$ cat config.mk
export PLATFORM = sky130hd
export DESIGN_NAME = note_recorder
export DESIGN_NICKNAME = d
export VERILOG_FILES = /design/src/rtl/piano_pkg.sv /design/src/rtl/note_ram.sv /design/src/rtl/note_recorder.sv
export SDC_FILE = /design/constraint.sdc
export NUM_CORES = 1
export LEC_CHECK = 0
export CORE_MARGIN = 1.5
export CORE_UTILIZATION = 53
export CTS_CLUSTER_DIAMETER = 40
export DETAILED_ROUTE_END_ITERATION = 10
export PLACE_DENSITY_LB_ADDON = 0.08
export SLEW_MARGIN = 20
export SYNTH_ARGS = -nofsm -noshare
export SYNTH_HDL_FRONTEND = slang
export SYNTH_SLANG_ARGS = --single-unit
$ cat constraint.sdc
create_clock -name clk -period 4.2 [get_ports clk]
set_input_delay 0.84 -clock clk [delete_from_list [all_inputs] [get_ports clk]]
set_output_delay 0.84 -clock clk [all_outputs]
set_load 0.005 [all_outputs]
$ cat src/rtl/piano_pkg.sv
// Shared types and constants for the piano note path.
package piano_pkg;

    localparam int unsigned NOTE_W = 4;
    localparam logic [NOTE_W-1:0] NOTE_REST = '0;

    // Widest duration field any instance may use; entries are widened to this on read.
    localparam int unsigned DUR_MAX_W = 16;

    typedef enum logic [1:0] {
        StIdle,
        StRec,
        StPlay
    } state_e;

    typedef struct packed {
        logic [NOTE_W-1:0]    note;
        logic [DUR_MAX_W-1:0] dur;
    } entry_t;

endpackage

$ cat src/rtl/note_ram.sv
// Simple dual-port entry buffer: one write port, one registered read port, no array reset.
module note_ram #(
    parameter int unsigned DEPTH = 64,
    parameter int unsigned WIDTH = 16,
    parameter int unsigned AW    = $clog2(DEPTH)
) (
    input  logic             clk_i,
    input  logic             we_i,
    input  logic [AW-1:0]    waddr_i,
    input  logic [WIDTH-1:0] wdata_i,
    input  logic [AW-1:0]    raddr_i,
    output logic [WIDTH-1:0] rdata_o
);

    logic [WIDTH-1:0] mem [DEPTH];

    // Write and synchronous read share the clock edge.
    always_ff @(posedge clk_i) begin
        if (we_i) begin
            mem[waddr_i] <= wdata_i;
        end
        rdata_o <= mem[raddr_i];
    end

endmodule

$ cat src/rtl/note_recorder.sv
// Records the controller note stream as run-length (note, duration) entries and replays it.
module note_recorder
    import piano_pkg::*;
#(
    parameter int unsigned TICK_CYCLES = 1_000_000,
    parameter int unsigned DEPTH       = 64,
    parameter int unsigned DUR_W       = 12
) (
    input  logic                     clk,
    input  logic                     rst_n,
    input  logic                     rec_start,
    input  logic                     play_start,
    input  logic                     stop,
    input  logic [NOTE_W-1:0]        note_in,
    output logic [NOTE_W-1:0]        note_out,
    output logic                     recording,
    output logic                     playing,
    output logic                     full,
    output logic                     done,
    output logic [$clog2(DEPTH):0]   entry_count
);

    localparam int unsigned AW = $clog2(DEPTH);
    localparam int unsigned CW = AW + 1;
    localparam int unsigned TW = (TICK_CYCLES > 1) ? $clog2(TICK_CYCLES) : 1;
    localparam logic [TW-1:0]        TICK_LAST  = TW'(TICK_CYCLES - 1);
    localparam logic [DUR_MAX_W-1:0] DUR_SAT    = DUR_MAX_W'((32'd1 << DUR_W) - 32'd1);
    localparam logic [CW-1:0]        COUNT_FULL = CW'(DEPTH);

    state_e                state_q, state_d;
    logic [TW-1:0]         tick_q, tick_d;
    // Accumulated duration while recording, remaining duration while playing.
    logic [DUR_MAX_W-1:0]  dur_q, dur_d;
    logic [NOTE_W-1:0]     cur_note_q, cur_note_d;
    logic [CW-1:0]         count_q, count_d;
    logic                  full_q, full_d;
    logic                  done_q, done_d;
    logic [NOTE_W-1:0]     note_out_q, note_out_d;
    // Index of the next entry to put on note_out; also drives the RAM read address.
    logic [CW-1:0]         rd_ptr_q, rd_ptr_d;
    // prime: RAM read of entry 0 in flight; load: entry 0 ready to present.
    logic                  prime_q, prime_d;
    logic                  load_q, load_d;

    logic                  tick_wrap;
    logic [TW-1:0]         tick_inc;
    logic [CW-1:0]         count_inc;
    logic                  commit;
    logic                  advance;
    logic                  we;
    logic [NOTE_W+DUR_W-1:0] wr_word;
    logic [NOTE_W+DUR_W-1:0] rd_word;
    entry_t                rd_entry;

    assign tick_wrap = (tick_q == TICK_LAST);
    assign tick_inc  = tick_wrap ? '0 : tick_q + TW'(1);
    assign count_inc = count_q + CW'(1);
    assign wr_word   = {cur_note_q, dur_q[DUR_W-1:0]};
    assign rd_entry  = '{note: rd_word[DUR_W +: NOTE_W], dur: DUR_MAX_W'(rd_word[DUR_W-1:0])};

    // Next-state: commands first (stop > rec_start > play_start), then per-state behaviour.
    always_comb begin
        state_d    = state_q;
        tick_d     = tick_q;
        dur_d      = dur_q;
        cur_note_d = cur_note_q;
        count_d    = count_q;
        full_d     = full_q;
        done_d     = 1'b0;
        note_out_d = note_out_q;
        rd_ptr_d   = rd_ptr_q;
        prime_d    = prime_q;
        load_d     = load_q;
        commit     = 1'b0;
        advance    = 1'b0;

        if (stop) begin
            if (state_q == StRec && dur_q != '0 && count_q < COUNT_FULL) begin
                commit = 1'b1;
            end
            state_d    = StIdle;
            note_out_d = NOTE_REST;
            prime_d    = 1'b0;
            load_d     = 1'b0;
        end else if (rec_start) begin
            state_d    = StRec;
            count_d    = '0;
            full_d     = 1'b0;
            cur_note_d = note_in;
            dur_d      = '0;
            tick_d     = '0;
            note_out_d = NOTE_REST;
            prime_d    = 1'b0;
            load_d     = 1'b0;
        end else if (play_start) begin
            note_out_d = NOTE_REST;
            load_d     = 1'b0;
            if (count_q == '0) begin
                state_d = StIdle;
                done_d  = 1'b1;
                prime_d = 1'b0;
            end else begin
                state_d  = StPlay;
                rd_ptr_d = '0;
                prime_d  = 1'b1;
            end
        end else begin
            unique case (state_q)
                StRec: begin
                    if (note_in != cur_note_q) begin
                        cur_note_d = note_in;
                        if (dur_q != '0) begin
                            // The partial tick of the finished note is dropped.
                            commit = 1'b1;
                            dur_d  = '0;
                            tick_d = '0;
                        end else begin
                            // Sub-tick glitch: the new note takes over the running tick.
                            tick_d = tick_inc;
                            dur_d  = tick_wrap ? DUR_MAX_W'(1) : '0;
                        end
                    end else if (dur_q == DUR_SAT) begin
                        // Split a long note without losing time.
                        commit = 1'b1;
                        tick_d = tick_inc;
                        dur_d  = tick_wrap ? DUR_MAX_W'(1) : '0;
                    end else begin
                        tick_d = tick_inc;
                        if (tick_wrap) begin
                            dur_d = dur_q + DUR_MAX_W'(1);
                        end
                    end
                end
                StPlay: begin
                    if (prime_q) begin
                        prime_d = 1'b0;
                        load_d  = 1'b1;
                    end else if (load_q) begin
                        load_d  = 1'b0;
                        advance = 1'b1;
                    end else begin
                        tick_d = tick_inc;
                        if (tick_wrap) begin
                            if (dur_q == DUR_MAX_W'(1)) begin
                                advance = 1'b1;
                            end else begin
                                dur_d = dur_q - DUR_MAX_W'(1);
                            end
                        end
                    end
                    // rd_entry already holds entry rd_ptr_q (prefetched), so changes are gapless.
                    if (advance) begin
                        if (rd_ptr_q < count_q) begin
                            note_out_d = rd_entry.note;
                            dur_d      = rd_entry.dur;
                            tick_d     = '0;
                            rd_ptr_d   = rd_ptr_q + CW'(1);
                        end else begin
                            state_d    = StIdle;
                            note_out_d = NOTE_REST;
                            done_d     = 1'b1;
                        end
                    end
                end
                StIdle: begin
                end
                default: begin
                    state_d = StIdle;
                end
            endcase
        end

        if (commit) begin
            count_d = count_inc;
            if (count_inc == COUNT_FULL) begin
                full_d  = 1'b1;
                state_d = StIdle;
            end
        end
    end

    assign we = commit;

    // All state and registered outputs.
    always_ff @(posedge clk or negedge rst_n) begin
        if (!rst_n) begin
            state_q    <= StIdle;
            tick_q     <= '0;
            dur_q      <= '0;
            cur_note_q <= NOTE_REST;
            count_q    <= '0;
            full_q     <= 1'b0;
            done_q     <= 1'b0;
            note_out_q <= NOTE_REST;
            rd_ptr_q   <= '0;
            prime_q    <= 1'b0;
            load_q     <= 1'b0;
        end else begin
            state_q    <= state_d;
            tick_q     <= tick_d;
            dur_q      <= dur_d;
            cur_note_q <= cur_note_d;
            count_q    <= count_d;
            full_q     <= full_d;
            done_q     <= done_d;
            note_out_q <= note_out_d;
            rd_ptr_q   <= rd_ptr_d;
            prime_q    <= prime_d;
            load_q     <= load_d;
        end
    end

    note_ram #(
        .DEPTH(DEPTH),
        .WIDTH(NOTE_W + DUR_W),
        .AW   (AW)
    ) u_ram (
        .clk_i  (clk),
        .we_i   (we),
        .waddr_i(count_q[AW-1:0]),
        .wdata_i(wr_word),
        .raddr_i(rd_ptr_d[AW-1:0]),
        .rdata_o(rd_word)
    );

    assign note_out    = note_out_q;
    assign recording   = (state_q == StRec);
    assign playing     = (state_q == StPlay);
    assign full        = full_q;
    assign done        = done_q;
    assign entry_count = count_q;

endmodule
==> impl_metrics.csv <==
group,metric,value,unit
global_routing,top_usage_layer,"met2",
synth,synth_edf_count,1024,
placed_design,numPortBuffers,23,
synth,synth.area.top_cells,"edfxtp_1 (68%), mux2i_1 (6.0%), nand2_1 (4.4%)",
sta,finalHoldViolations,0,
sta,maxSlewViolCount,0,
setup_path,cp_slowest_cell,"a31oi_1",
global_routing,grt.overflow.total,0,
route,firstDrtPassIters,7,
setup_path,start_kind,"register",
die,die_x,294,um
die,core_area,83800,sq um
cells_and_area,final_cells,4884,
pwr,p_per_area,444,nW/um^2
placed_design,placed_cells,4577,
synth,syn_avg_cell_area,14.2,sq um
pwr,ir_drop,385,uV
global_routing,grt_util_met3,6.55,%
synth,synthCells,3156,
placed_design,dp_hpwl,84900,um
cells_and_area,final_common_cell,"edfxtp_1",
die,die_area,86600,sq um
global_routing,antenna_found_initial,0,
synth,yosysWarnings,0,
clocking,tritoncts,"yes",
setup_path,crit_path_end_kind,"register",
sta,worst_pin_slew,1.05,ns
sta,setup_viol,0,
cells_and_area,area_growth,24.7,%
synth,yosysTopAreaCell,"edfxtp_1",
setup_path,crit_path_max_incr_delay,0.69,ns
setup_path,crit_path_frequent_cell,"buf_12",
setup_path,arrival,4.85,ns
placed_design,globalplace.congestion,0.915,
synth,synth_cell_type_count,83,
route,vias_per_cell,6.11,
pwr,netSwitchingFraction,21.0,%
clocking,clock-sinks,1104,
route,ant_nets,0,
pwr,power_switching,5.24,mW
synth,syn_nets,3179,
global_routing,grt_max_degree,76,
cells_and_area,layout.nets,3652,
setup_path,crit_fanout,15,
cells_and_area,antennaDiodeCount,0,
clocking,cts_buffer_depth,3,
clocking,clk_latency,0.74,ns
synth,seq_area_frac_synth,72.7,%
clocking,h-tree-depth,4,
clocking,ctsHoldBuffers,0,
setup_path,cp_data_required_time,4.87,ns
setup_path,worst-path-buf-inv,6,
cells_and_area,layout.cells.most_common_list,"edfxtp_1 (1024), nand2_1 (526), buf_4 (361)",
setup_path,criticalPathCategory,"register to register",
clocking,clk_pin_slew,0.06,ns
pwr,p_leak,21.6,nW
die,fp.dieH,294,um
global_routing,first_global_vias,28700,
sta,period_share,99.4,%
sta,min_period,4.18,ns
pwr,clockPowerShare,50.0,%
pwr,combPwrFrac,1.6,%
route,wirelength,135000,um
pwr,pwr-share-seq,48.3,%
global_routing,grt_usage,31.0,%
flow_run,maxCapViolations,0,
sta,relSlewSlack,29.7,%
die,ios,24,
global_routing,grt_pass1_wl,193000,um
sta,fin_skew,0.0433,ns
clocking,root_buffer,"clkbuf_16",
global_routing,use_met2,47.2,%
synth,synth_seq_cells,1104,
synth,ys.flop_type,"edfxtp_1",
setup_path,worstPathCellList,"inv_2, ha_4, or3b_4, nor4_4, buf_4, nand4_1, a221o_2, nand2_8, buf_12, buf_12, buf_4, buf_12, nand2_1, nand3_1, nand3_1, a31oi_1, a31o_1",
sta,fmax,0.239,GHz
synth,synth_area,45000,sq um
cells_and_area,drive_gt1_share,22.5,%
synth,async_reset_ff_share,5.80,%
route,remaining_drc_errors,0,
die,core.rowCount,106,
pwr,p_int,19.7,mW
route,drtIter0Drc,3408,
route,vias,29800,
synth,synth_top_cell_area_share,68.4,%
route,wire_per_inst,27.6,um
die,initial_core_util,53.6,%
sta,fin_tns_setup,0,ns
global_routing,use_met1,44.7,%
run_status,run_status,"complete, no violations",
clocking,numCtsBuffers,148,
setup_path,cpLargestDelayFamily,"compound AO/OA/AOI/OAI gates",
hold_path,hold_class,"input pin to async pin",
==> per-layer routing <==
layer	share of wire, %	wire length [um]
met5	0	0
met4	3.3	4410
met3	9.0	12200
met2	45	61200
met1	42	57100
==> area by class of cell <==
type,count,area (sq um)
clock buffers,169,3840
fillers,5973,27700
flip-flops and latches,1104,32700
repair buffers,502,5190
inverters,22,100
multi-input cells,1851,11700
clock inverters,102,1110
well taps,1134,1420
==> sequential cells by signal, indices dropped and copies added (netlist names) <==
name / flops
dur_q: 16
u_ram.rdata_o: 16
tick_q: 20
prime_q: 1
done: 1
entry_count: 7
cur_note_q: 4
state_q: 2
u_ram.mem: 1024
full: 1
note_out: 4
rd_ptr_q: 7
load_q: 1
==> power by group through the flow <==
| stage | Sequential [mW] | Combinational (mW) | Clock, mW |
|---|---|---|---|
| 5_1_grt | 12.0 | 0.429 | 13.1 |
| 3_5_place_dp | 12.3 | 0.395 | 0 |
| 4_1_cts | 12.0 | 0.397 | 12.6 |
| 3_3_place_gp | 12.3 | 0.379 | 0 |
| 6_report | 12.0 | 0.406 | 12.5 |
| 2_1_floorplan | 12.3 | 0.102 | 0 |
==> stage by stage <==
step                      hold slack, ns  utilization, %  total power, mW  area (sq um)  setup WS, ns
after floorplan                    0.428               -             12.4         45000        0.0413
after global placement             0.468            59.9             12.6         50200        -0.291
after detailed placement           0.472            59.9             12.7         50200        -0.353
after CTS                          0.119            66.0             25.0         55300       0.00110
after global routing               0.161            66.9             25.5         56100       -0.0106
final                              0.140            66.9             24.9         56100        0.0236
==> worst paths after layout <==
check,start,endpoint,slack (ns),depth (start not counted)
setup / recovery,dur_q[1]$_DFFE_PN0P_,u_ram.rdata_o[0]$_DFF_P_,0.02,17
hold / removal,rst_n,rd_ptr_q[2]$_DFF_PN0_,0.14,1
setup reg to reg,dur_q[1]$_DFFE_PN0P_,u_ram.rdata_o[0]$_DFF_P_,0.02,17
hold reg to reg,full$_DFF_PN0_,full$_DFF_PN0_,0.48,1
max in group asynchronous,rst_n,dur_q[7]$_DFFE_PN0P_,2.98,2
min in group clk,full$_DFF_PN0_,full$_DFF_PN0_,0.48,1
==> cells by family after synthesis <==
family                     Yosys count  share of synthesized area (%)
adders and majority gates           14                          0.390
xor gates and xnor gates            19                          0.370
muxes                              281                           6.28
DFF                               1104                           72.7
AOI/OAI and AO/OA                  490                           7.28
buffers and inverters              202                           2.24
and+or+nand+nor                   1046                           10.8
==> synth_stat cells, drive strengths merged (10+ instances only) <==
master / n
or4: 14
a32oi: 26
o22ai: 115
mux2i: 271
mux2: 10
nand2: 527
dfxtp: 16
a31o: 10
and3: 29
o21ai: 92
nand3: 187
xnor2: 11
nor2: 133
buf: 120
o211ai: 11
ha: 14
dfrtp: 64
a31oi: 36
edfxtp: 1024
nand4: 38
nor4: 45
a21oi: 77
clkbuf: 60
inv: 22
nor3: 32
a311oi: 21
==> timing repair <==
action                     in CTS  in global routing
setup buffers                   2                 28
pin swaps                       5                 18
setup endpoints to repair      16                 16
cloned                          1                  5
gates resized for setup        28                 74
==> worst reg2reg max path, stage by stage, from the launching register on <==
cell and delay [ns]:
dfrtp_2 0.40, inv_2 0.09, ha_4 0.14, or3b_4 0.38, nor4_4 0.28, buf_4 0.19
nand4_1 0.21, a221o_2 0.49, nand2_8 0.13, buf_12 0.14, buf_12 0.17, buf_4 0.17
buf_12 0.12, nand2_1 0.05, nand3_1 0.08, nand3_1 0.15, a31oi_1 0.69, a31o_1 0.26
Note: power is estimated with default switching activity, not from simulation.
